`src/rtl/sd_pkg.sv`:
```
// Shared definitions for the srdy/drdy skid pipeline: per-stage state encoding and default data width.
package sd_pkg;
    typedef enum logic [1:0] {
        EMPTY = 2'd0,
        ONE   = 2'd1,
        FULL  = 2'd2
    } sd_state_t;

    localparam int SD_WIDTH = 8;
endpackage

```
`src/rtl/sd_skid_stage.sv`:
```
// One fully registered srdy/drdy stage with a main and a skid register.
// Latency 1 cycle; c_drdy drops once both registers hold words, and no word is lost.
module sd_skid_stage
    import sd_pkg::*;
#(
    parameter int width = SD_WIDTH
) (
    input  logic             clk,
    input  logic             reset,
    input  logic             c_srdy,
    input  logic [width-1:0] c_data,
    output logic             c_drdy,
    output logic             p_srdy,
    output logic [width-1:0] p_data,
    input  logic             p_drdy
);
    sd_state_t        state;
    sd_state_t        state_nxt;
    logic [width-1:0] skid;
    logic             load_main;
    logic             load_skid;
    logic             take_skid;
    logic             c_drdy_nxt;
    logic             p_srdy_nxt;
    logic             xfer_in;
    logic             xfer_out;

    assign xfer_in  = c_srdy & c_drdy;
    assign xfer_out = p_srdy & p_drdy;

    always_ff @(posedge clk or negedge reset) begin
        if (!reset) begin
            state  <= EMPTY;
            c_drdy <= 1'b1;
            p_srdy <= 1'b0;
            p_data <= '0;
            skid   <= '0;
        end else begin
            state  <= state_nxt;
            c_drdy <= c_drdy_nxt;
            p_srdy <= p_srdy_nxt;
            if (load_main) begin
                p_data <= c_data;
            end else if (take_skid) begin
                p_data <= skid;
            end
            if (load_skid) begin
                skid <= c_data;
            end
        end
    end

    always_comb begin
        state_nxt = state;
        load_main = 1'b0;
        load_skid = 1'b0;
        take_skid = 1'b0;
        case (state)
            EMPTY: begin
                if (xfer_in) begin
                    load_main = 1'b1;
                    state_nxt = ONE;
                end
            end
            ONE: begin
                if (xfer_in && xfer_out) begin
                    load_main = 1'b1;
                end else if (xfer_in) begin
                    load_skid = 1'b1;
                    state_nxt = FULL;
                end else if (xfer_out) begin
                    state_nxt = EMPTY;
                end
            end
            FULL: begin
                // c_drdy is low here, so the skid word is the only candidate.
                if (xfer_out) begin
                    take_skid = 1'b1;
                    state_nxt = ONE;
                end
            end
            default: state_nxt = EMPTY;
        endcase
    end

    always_comb begin
        c_drdy_nxt = (state_nxt != FULL);
        p_srdy_nxt = (state_nxt != EMPTY);
    end
endmodule

```
`src/rtl/sd_pipeline_reg.sv`:
```
// Cascade of `stages` registered skid stages between two srdy/drdy blocks.
// Latency `stages` cycles; holds 2 words per stage under backpressure, all outputs flopped.
module sd_pipeline_reg
    import sd_pkg::*;
#(
    parameter int width  = SD_WIDTH,
    parameter int stages = 1
) (
    input  logic             clk,
    input  logic             reset,
    input  logic             c_srdy,
    input  logic [width-1:0] c_data,
    output logic             c_drdy,
    output logic             p_srdy,
    output logic [width-1:0] p_data,
    input  logic             p_drdy
);
    logic             srdy [0:stages];
    logic             drdy [0:stages];
    logic [width-1:0] data [0:stages];

    assign srdy[0]      = c_srdy;
    assign data[0]      = c_data;
    assign c_drdy       = drdy[0];
    assign p_srdy       = srdy[stages];
    assign p_data       = data[stages];
    assign drdy[stages] = p_drdy;

    for (genvar g = 0; g < stages; g++) begin : g_stage
        sd_skid_stage #(
            .width(width)
        ) u_stage (
            .clk   (clk),
            .reset (reset),
            .c_srdy(srdy[g]),
            .c_data(data[g]),
            .c_drdy(drdy[g]),
            .p_srdy(srdy[g+1]),
            .p_data(data[g+1]),
            .p_drdy(drdy[g+1])
        );
    end
endmodule

```
`config.mk`:
```
export PLATFORM = sky130hd
export DESIGN_NAME = sd_pipeline_reg
export DESIGN_NICKNAME = d
export VERILOG_FILES = /design/src/rtl/sd_pkg.sv /design/src/rtl/sd_skid_stage.sv /design/src/rtl/sd_pipeline_reg.sv
export SDC_FILE = /design/constraint.sdc
export NUM_CORES = 1
export LEC_CHECK = 0
export CAP_MARGIN = 20
export CORE_MARGIN = 2
export CORE_UTILIZATION = 50
export DETAILED_ROUTE_END_ITERATION = 6
export PLACE_DENSITY = 0.77
export SLEW_MARGIN = 15
export SYNTH_ARGS = -nofsm -noshare
export SYNTH_HDL_FRONTEND = slang
export SYNTH_HIERARCHICAL = 1
export SYNTH_SLANG_ARGS = --single-unit
```
`constraint.sdc`:
```
create_clock -name clk -period 3.8 [get_ports clk]
set_input_delay 0.95 -clock clk [delete_from_list [all_inputs] [get_ports clk]]
set_output_delay 0.95 -clock clk [all_outputs]
set_load 0.02 [all_outputs]
```
==> impl_metrics.tcl, run 1 <==
set metrics [dict create \
    start_util 0.520 \
    antenna_found_initial 0 \
    fin_util 0.668 \
    synth_fp_nets 75 \
    yosysWarnings 6 \
    crit_type "reg2out" \
    synth_flop_cell "dfrtp_1" \
    viasPerCell 5.98 \
    die_x_um 45.7 \
    num_vias 616 \
    seq_area_frac_synth 0.578 \
    detail_route.iter0.violations 10 \
    syn_inst 63 \
    wirelength_um 1610 \
    grt_max_degree 21 \
    synth.distinct_cells 20 \
    clkTransAtPathRegs_ns 0.11 \
    drive_gt1_frac 0.198 \
    cts_tree "yes" \
    numCtsBuffers 3 \
    setup_violations 0 \
    max_freq_mhz 415 \
    ys_ff_latch 20 \
    crit_family "buffers and inverters" \
    yosysTopAreaCell "dfrtp_1" \
    min_path_type "reg2reg" \
    drv_slew 0 \
    htree_levels 1 \
    grt_pass1_vias 579 \
    m1WireLength_um 690 \
    fin_crit_sh 0.634 \
    synth-edff-count 0 \
    routabilityCongestion 0.774 \
    max_slew_margin 0.431 \
    die-area_um2 2090 \
    synth.area.top_cells "dfrtp_1 55%, mux2_2 10%, a221o_1 9.2%, and2_1 5.8%, dfstp_2 3.0%" \
    io_buffers 21 \
    fin_skew_ns 0.00888 \
    routed-wl-met3_um 64 \
    cts.path.max_buffers 2 \
    timing_worst_slew_pin_value_ns 0.851 \
    end_kind "output pin" \
    yosys.cell_count.top_type "dfrtp_1" \
    nets 99 \
    dr_wl_met2_um 793 \
    setup_tns_ns 0 \
    hold_viol_final 0 \
    ant_nets 0 \
    p_leak_nw 0.472 \
    dr.pass1.iters 4 \
    wl_per_cell_um 15.6 \
    worst_setup_path_start_kind "flop" \
    area_growth_pct 28.5 \
    die_y_um 45.7 \
    cpPeakStageDelay_ns 0.60 \
    top_layer "met4" \
    core.rowCount 15 \
    dp_hpwl_um 1130 \
    io_pins 22 \
    grt.total_usage 0.184 \
    synth.top_cells.by_count "19 x dfrtp_1, 8 x a221o_1, 8 x and2_1, 8 x mux2_2" \
    antennaDiodeCount 0 \
    drc 0 \
    rsz0062_at_grt "false" \
    status "complete, no violations" \
    synth-async-reset-ratio 1.00 \
    cts_hold_buf 0 \
    clock_latency_ns 0.29 \
    crit_required_ns 2.85 \
    cts_setup_buffers 0 \
    crit_slowest_cell "clkdlybuf4s50_1" \
    clockRootBuffer "clkbuf_4" \
    pwr_density_cell_nw_per_um2 842 \
    cts.sinks 20 \
    postSynthAreaPerCell_um2 13.8 \
    synth_area_um2 868 \
    synth_top_area_frac 0.548 \
    path_buf_inv 1 \
    peakVddDrop_mv 0.359 \
    grt_pass1_wl_um 2580 \
    maxCapViolCount 0 \
    path_max_fanout 4 \
    period_minus_slack_ns 2.41 \
    cp_cell_sequence "clkdlybuf4s50_1" \
    cp.arrival_ns 1.46 \
    cts_resized 0 \
    coreArea_um2 1670 \
    grt-ovfl-total 0 \
]
==> flip-flops by register name, summed over array words and instances, names as in the netlist <==
register and flops:
g_stage.u_stage/p_data 8, g_stage.u_stage/c_drdy 1, g_stage.u_stage/state 2, g_stage.u_stage/skid 8
g_stage.u_stage/p_srdy 1
==> where the power goes <==
part	total [W]	internal, W	switching [W]	leakage (nW)
Combinational	0.000440	0.000240	0.000200	0.217
Sequential	0.000400	0.000325	0.0000746	0.241
Clock	0.000100	0.0000408	0.0000592	0.0150
Total	0.000940	0.000606	0.000334	0.472
==> cell type report <==
| cell class | instances | area, µm² |
|---|---|---|
| multi-input cells | 39 | 349 |
| flip-flops and latches | 20 | 502 |
| well taps | 17 | 21.3 |
| fillers | 134 | 554 |
| repair buffers | 21 | 210 |
| clock buffers | 4 | 26.3 |
| inverters | 2 | 7.51 |
==> worst register-to-register path, cell delays in order, from the launching register on <==
cell and delay (ns):
dfrtp_1 0.43, a21bo_4 0.28, nor3_4 0.43, mux2_2 0.40
==> final timing paths <==
check	start	to	slack, ns	cells after the start
setup reg to reg	g_stage[0].u_stage/state[0]$_DFF_PN0_	g_stage[0].u_stage/skid[4]$_DFFE_PN0P_	2.16	3
max in group asynchronous	reset	g_stage[0].u_stage/skid[6]$_DFFE_PN0P_	2.14	1
hold reg to reg	g_stage[0].u_stage/skid[0]$_DFFE_PN0P_	g_stage[0].u_stage/skid[0]$_DFFE_PN0P_	0.51	1
hold / removal	g_stage[0].u_stage/skid[0]$_DFFE_PN0P_	g_stage[0].u_stage/skid[0]$_DFFE_PN0P_	0.51	1
setup / recovery	g_stage[0].u_stage/c_drdy$_DFF_PN1_	c_drdy	1.39	1
min in group asynchronous	reset	g_stage[0].u_stage/p_data[3]$_DFFE_PN0P_	1.13	1
==> cells by family (layout without fill, tap and decap cells) <==
kind of cell           after synthesis  in the layout  synth area share
AND/OR/NAND/NOR                     16             16             0.131
multiplexers                         8              8             0.104
flip-flops                          20             20             0.578
buffers and inverters                4             27            0.0202
AO/OA/AOI/OAI                       15             15             0.167
==> metrics by stage <==
stage | cells | worst slack [ns] | area (µm²) | hold slack, ns | power [W]
4_1_cts | 103 | 1.38 | 1120 | 0.513 | 0.000952
3_5_place_dp | 99 | 1.18 | 1090 | 0.487 | 0.000850
5_1_grt | 103 | 1.35 | 1120 | 0.528 | 0.000999
3_3_place_gp | 99 | 1.22 | 1090 | 0.483 | 0.000835
2_1_floorplan | 63 | 1.80 | 868 | 0.472 | 0.000680
6_report | 103 | 1.39 | 1120 | 0.509 | 0.000940
==> routing by layer <==
layer,track usage,up-vias
met5,0,-
met4,0.141,0
met3,0.0437,6
met2,0.290,21
met1,0.215,304
li1,-,285
==> cells in the final DEF (no fill, tap or decap) <==
cell type and n:
and3_1 1, and2_1 8, a41oi_2 1, nand2_1 2, a31oi_1 1, clkbuf_4 3
clkdlybuf4s50_1 21, nor3b_2 1, a21o_1 1, and4b_1 1, mux2_2 8, o21ai_0 2
dfrtp_1 19, a31o_2 1, inv_1 2, nand3_1 1, dfstp_2 1, a221o_1 8
a21bo_4 1, nor3_4 1, clkbuf_1 1, nand4_1 1
Note: power is estimated with default switching activity, not from simulation.
==> run 2: changes to the inputs <==
--- a/config.mk
+++ b/config.mk
@@ -7,9 +7,9 @@
 export LEC_CHECK = 0
 export CAP_MARGIN = 20
 export CORE_MARGIN = 2
-export CORE_UTILIZATION = 50
+export CORE_UTILIZATION = 46
 export DETAILED_ROUTE_END_ITERATION = 6
-export PLACE_DENSITY = 0.77
+export PLACE_DENSITY = 0.72
 export SLEW_MARGIN = 15
 export SYNTH_ARGS = -nofsm -noshare
 export SYNTH_HDL_FRONTEND = slang
==> constraint.sdc (replaced) <==
create_clock -name clk -period 2.3 [get_ports clk]
set_input_delay 0.575 -clock clk [delete_from_list [all_inputs] [get_ports clk]]
set_output_delay 0.575 -clock clk [all_outputs]
set_load 0.02 [all_outputs]
==> run 2 against run 1 <==
Effect of this change: wire length increased by 12%; final area increased by 5.9%; setup slack got worse by 1.2 ns; highest routed layer unchanged; final cell count increased by 12%; power increased by 82%; critical path type unchanged; sequential cell count unchanged; first-iteration DRC count increased by 30%; clock power increased to 2.9 times the previous value; via count increased by 3.2%; worst hold slack improved by 0.0051 ns; critical endpoint unchanged.
==> impl_metrics.tcl, run 2 (synthesis results as in run 1) <==
set metrics [dict create \
    status "complete, no violations" \
    cts_hold_buf 0 \
    ant_nets 0 \
    crit_type "reg2out" \
    setup_ws_ns 0.237 \
    clock_latency_ns 0.31 \
    die_y_um 47.4 \
    timing_worst_slew_pin_value_ns 0.625 \
    postPlaceCellArea_um2 1130 \
    final_area_um2 1180 \
    dr.pass1.iters 4 \
    cts_setup_buffers 0 \
    cts_resized 0 \
    path_max_fanout 4 \
    cp_cell_sequence "clkdlybuf4s50_1" \
    worst_setup_path_start_kind "flop" \
    rsz0062_at_grt "false" \
    grt_pass1_vias 627 \
    num_vias 636 \
    layout.cells.non_filler 115 \
    antennaDiodeCount 0 \
    p_leak_nw 0.506 \
    placed_cells 111 \
    detail_route.iter0.violations 13 \
    area_growth_pct 36.2 \
    htree_levels 1 \
    min_path_type "reg2reg" \
    grt.total_usage 0.190 \
    io_buffers 21 \
    path_buf_inv 1 \
    final_cell_mix "21 x clkdlybuf4s50_1, 19 x dfrtp_1, 8 x and2_1, 8 x a221o_1, 8 x mux2_2" \
    maxCapViolCount 0 \
    routabilityCongestion 0.814 \
    wl_per_cell_um 15.7 \
    peakVddDrop_mv 0.692 \
    grt_pass1_wl_um 2820 \
    dp_hpwl_um 1330 \
    drive_gt1_frac 0.244 \
    cts.path.max_buffers 2 \
    crit_family "buffers and inverters" \
    drv_slew 0 \
    dp_slack_ns 0.129 \
    cpPeakStageDelay_ns 0.61 \
    clkTransAtPathRegs_ns 0.12 \
    pwr_density_cell_nw_per_um2 1450 \
    numCtsBuffers 3 \
    max_freq_mhz 485 \
    setup_violations 0 \
    nets 103 \
    grt_max_degree 13 \
    wirelength_um 1800 \
    grt-ovfl-total 0 \
    top_regs "g_stage.u_stage/p_data (8), g_stage.u_stage/skid (8), g_stage.u_stage/state (2)" \
    fin_skew_ns 0.00666 \
    max_slew_margin 0.582 \
    end_kind "output pin" \
    core.rowCount 15 \
    viasPerCell 5.53 \
    crit_required_ns 1.73 \
    io_pins 22 \
    final_common_cell "clkdlybuf4s50_1" \
    fin_crit_sh 0.897 \
    drc 0 \
    crit_slowest_cell "clkdlybuf4s50_1" \
    setup_tns_ns 0 \
    clockRootBuffer "clkbuf_4" \
    cp.arrival_ns 1.49 \
    die_x_um 47.4 \
    cts_tree "yes" \
    num-fill-cells 132 \
    hold_viol_final 0 \
    start_util 0.497 \
    coreArea_um2 1750 \
    cts.sinks 20 \
    antenna_found_initial 0 \
    die-area_um2 2250 \
    period_minus_slack_ns 2.06 \
]
-- run 2: power breakdown --
part	total (W)	switching, W	internal (W)
Sequential	0.000662	0.000126	0.000537
Combinational	0.000765	0.000349	0.000416
Clock	0.000288	0.000112	0.000176
-- run 2: path summary, 6_finish.rpt --
check / from / end / slack [ns] / depth (start not counted)
max: g_stage[0].u_stage/c_drdy$_DFF_PN1_ / c_drdy / 0.24 / 1
min: g_stage[0].u_stage/skid[4]$_DFFE_PN0P_ / g_stage[0].u_stage/skid[4]$_DFFE_PN0P_ / 0.51 / 1
max reg2reg: g_stage[0].u_stage/c_drdy$_DFF_PN1_ / g_stage[0].u_stage/p_data[0]$_DFFE_PN0P_ / 0.69 / 3
min reg2reg: g_stage[0].u_stage/skid[4]$_DFFE_PN0P_ / g_stage[0].u_stage/skid[4]$_DFFE_PN0P_ / 0.51 / 1
max in group asynchronous: reset / g_stage[0].u_stage/p_srdy$_DFF_PN0_ / 1.26 / 2
min in group asynchronous: reset / g_stage[0].u_stage/p_data[4]$_DFFE_PN0P_ / 0.53 / 1
-- run 2: final cells by class --
cell class                 count  area (µm²)  share of cell area
multi-input combinational     39         349               0.295
timing repair buffer          25         240               0.203
clock inverter                 1        30.0              0.0254
inverter                       2        7.51             0.00635
sequential                    20         502               0.424
clock buffer                   3        22.5              0.0190
tap                           25        31.3              0.0265
-- run 2: through the flow --
step	hold slack, ns	power (W)	utilization
2_1_floorplan	0.279	0.00112	-
3_3_place_gp	0.480	0.00141	0.647
3_5_place_dp	0.488	0.00144	0.647
4_1_cts	0.517	0.00173	0.677
5_1_grt	0.537	0.00182	0.677
6_report	0.514	0.00172	0.677
-- run 2: layer usage --
| metal | global-route usage | wire length, µm | vias to the layer above |
|---|---|---|---|
| li1 | - | - | 292 |
| met1 | 0.241 | 781 | 313 |
| met2 | 0.308 | 903 | 29 |
| met3 | 0.0415 | 96 | 2 |
| met4 | 0.0944 | 18 | 0 |
| met5 | 0 | 0 | - |
==> run 3: changes to the inputs <==
--- a/config.mk
+++ b/config.mk
@@ -5,11 +5,12 @@
 export SDC_FILE = /design/constraint.sdc
 export NUM_CORES = 1
 export LEC_CHECK = 0
+export ABC_AREA = 1
 export CAP_MARGIN = 20
 export CORE_MARGIN = 2
-export CORE_UTILIZATION = 46
+export CORE_UTILIZATION = 47
 export DETAILED_ROUTE_END_ITERATION = 6
-export PLACE_DENSITY = 0.72
+export PLACE_DENSITY = 0.74
 export SLEW_MARGIN = 15
 export SYNTH_ARGS = -nofsm -noshare
 export SYNTH_HDL_FRONTEND = slang
==> run 3 against run 2 <==
Effect of this change: via count rose by 12%; worst hold slack got worse by 0.0070 ns; sequential power fell by 4.4%; first-iteration DRC count rose by 38%; clock-buffer cell count rose by 1; final area rose by 0.53%; clock power fell by 31%; power fell by 10%; critical path type unchanged; area after synthesis rose by 5.3%; wire length fell by 2.6%.
==> impl_metrics.tcl, run 3 <==
set metrics [dict create \
    status "complete, no violations" \
    area_growth_pct 30.0 \
    cts_tree "yes" \
    syn_inst 97 \
    crit_family "buffers and inverters" \
    yosys.cell_count.top_type "nand3_1" \
    end_kind "output pin" \
    io_pins 22 \
    cpPeakStageDelay_ns 0.59 \
    antenna_found_initial 0 \
    cts.sinks 20 \
    yosysWarnings 6 \
    start_util 0.513 \
    synth.distinct_cells 13 \
    seq_area_frac_synth 0.549 \
    yosysTopAreaCell "dfrtp_1" \
    viasPerCell 4.86 \
    synth.area.top_cells "dfrtp_1 52%, nand3_1 14%, nand2_1 8.2%, o21ai_2 7.7%, inv_1 4.9%" \
    fin_crit_sh 0.875 \
    grt_pass1_wl_um 3000 \
    detail_route.iter0.violations 18 \
    pwr_density_cell_nw_per_um2 1290 \
    grt.total_usage 0.189 \
    synth_area_um2 915 \
    worst_setup_path_start_kind "flop" \
    drv_slew 0 \
    postPlaceCellArea_um2 1150 \
    ant_nets 0 \
    p_leak_nw 0.576 \
    wl_per_cell_um 11.9 \
    grt-ovfl-total 0 \
    antennaDiodeCount 0 \
    max_freq_mhz 497 \
    path_max_fanout 2 \
    cp-startpoint "g_stage[0].u_stage/c_drdy$_DFF_PN1_" \
    clockRootBuffer "clkbuf_4" \
    die_y_um 48.1 \
    period_minus_slack_ns 2.01 \
    min_path_type "reg2reg" \
    final_area_um2 1190 \
    synth.top_cells.by_count "25 x nand3_1, 20 x nand2_1, 19 x dfrtp_1, 12 x inv_1, 8 x o21ai_2" \
    timing_worst_slew_pin_value_ns 0.561 \
    synth_top_area_frac 0.520 \
    die-area_um2 2320 \
    min_from "g_stage[0].u_stage/skid[7]$_DFFE_PN0P_" \
    die_x_um 48.1 \
    core.rowCount 15 \
    num_vias 715 \
    ys_ff_latch 20 \
    cts.path.max_buffers 2 \
    fin_util 0.667 \
    drive_gt1_frac 0.205 \
    coreArea_um2 1780 \
    cts_hold_buf 0 \
    path_buf_inv 1 \
    hold_viol_final 0 \
    setup_violations 0 \
    io_buffers 21 \
    final_cell_mix "25 x nand3_1, 21 x clkdlybuf4s50_1, 20 x nand2_1, 19 x dfrtp_1, 12 x inv_1" \
    clock_latency_ns 0.29 \
    cp_cell_sequence "clkdlybuf4s50_1" \
    grt_max_degree 18 \
    final_common_cell "nand3_1" \
    htree_levels 1 \
    grt_pass1_vias 678 \
    dr.pass1.iters 6 \
    rsz0062_at_grt "false" \
    peakVddDrop_mv 0.724 \
    maxCapViolCount 0 \
    cp.arrival_ns 1.44 \
    fin_skew_ns 0.00415 \
    postSynthAreaPerCell_um2 9.43 \
    numCtsBuffers 3 \
    crit_type "reg2out" \
    clkTransAtPathRegs_ns 0.11 \
    synth-async-reset-ratio 1.00 \
    max_slew_margin 0.625 \
    routabilityCongestion 0.803 \
    synth-edff-count 0 \
    synth_flop_cell "dfrtp_1" \
    crit_slowest_cell "clkdlybuf4s50_1" \
    dp_hpwl_um 1350 \
    crit_required_ns 1.73 \
    num-fill-cells 164 \
    setup_tns_ns 0 \
    top_regs "g_stage.u_stage/p_data (8), g_stage.u_stage/skid (8), g_stage.u_stage/state (2)" \
    synth_fp_nets 109 \
    nets 135 \
    cts_setup_buffers 0 \
    timing.rr.start "g_stage[0].u_stage/c_drdy$_DFF_PN1_" \
    cts_resized 0 \
    drc 0 \
    wirelength_um 1750 \
]
## run 3: worst min-delay path, stage by stage (launching register included)
cell     delay, ns
dfrtp_1       0.36
nand2_1       0.07
o21ai_2       0.05
## run 3: stage by stage
| stage | hold WS (ns) | std cells | setup WS (ns) | power (W) |
|---|---|---|---|---|
| 6_report | 0.507 | 147 | 0.288 | 0.00154 |
| 5_1_grt | 0.526 | 147 | 0.248 | 0.00166 |
| 4_1_cts | 0.505 | 147 | 0.274 | 0.00155 |
| 3_5_place_dp | 0.474 | 143 | 0.325 | 0.00135 |
| 3_3_place_gp | 0.467 | 143 | 0.330 | 0.00134 |
| 2_1_floorplan | 0.279 | 97 | 0.930 | 0.00109 |
## run 3: final cells by class
class	instances	area, µm²	area share
Inverter	13	48.8	0.0411
Multi-Input combinational cell	63	353	0.297
Sequential cell	20	502	0.422
Tap cell	25	31.3	0.0263
Clock buffer	4	36.3	0.0305
Timing Repair Buffer	22	218	0.183
## run 3: worst paths after layout
check | slack, ns | to | depth (start not counted)
setup / recovery | 0.29 | c_drdy | 1
setup reg to reg | 0.86 | g_stage[0].u_stage/p_srdy$_DFF_PN0_ | 6
hold / removal | 0.51 | g_stage[0].u_stage/skid[7]$_DFFE_PN0P_ | 2
max in group asynchronous | 1.13 | g_stage[0].u_stage/skid[2]$_DFFE_PN0P_ | 2
min in group asynchronous | 0.63 | g_stage[0].u_stage/p_srdy$_DFF_PN0_ | 1
hold reg to reg | 0.51 | g_stage[0].u_stage/skid[7]$_DFFE_PN0P_ | 2
## run 3: routing by layer
layer | part of all wire | track usage | vias up
met4 | 0.011 | 0.0811 | 0
met3 | 0.027 | 0.0111 | 2
met5 | 0 | 0 | -
li1 | - | - | 365
met2 | 0.44 | 0.285 | 15
met1 | 0.52 | 0.284 | 333
## run 3: cells by family (layout without fill, tap and decap cells)
group	after synthesis	in the layout	share of synthesized area
simple gates	55	55	0.309
flops	20	20	0.549
buf+inv	14	39	0.0657
compound gates	8	8	0.0766
## run 3: power by group
group | internal (W) | switching [W]
Sequential | 0.000523 | 0.000110
Clock | 0.0000964 | 0.000104
Combinational | 0.000307 | 0.000398
Total | 0.000927 | 0.000611
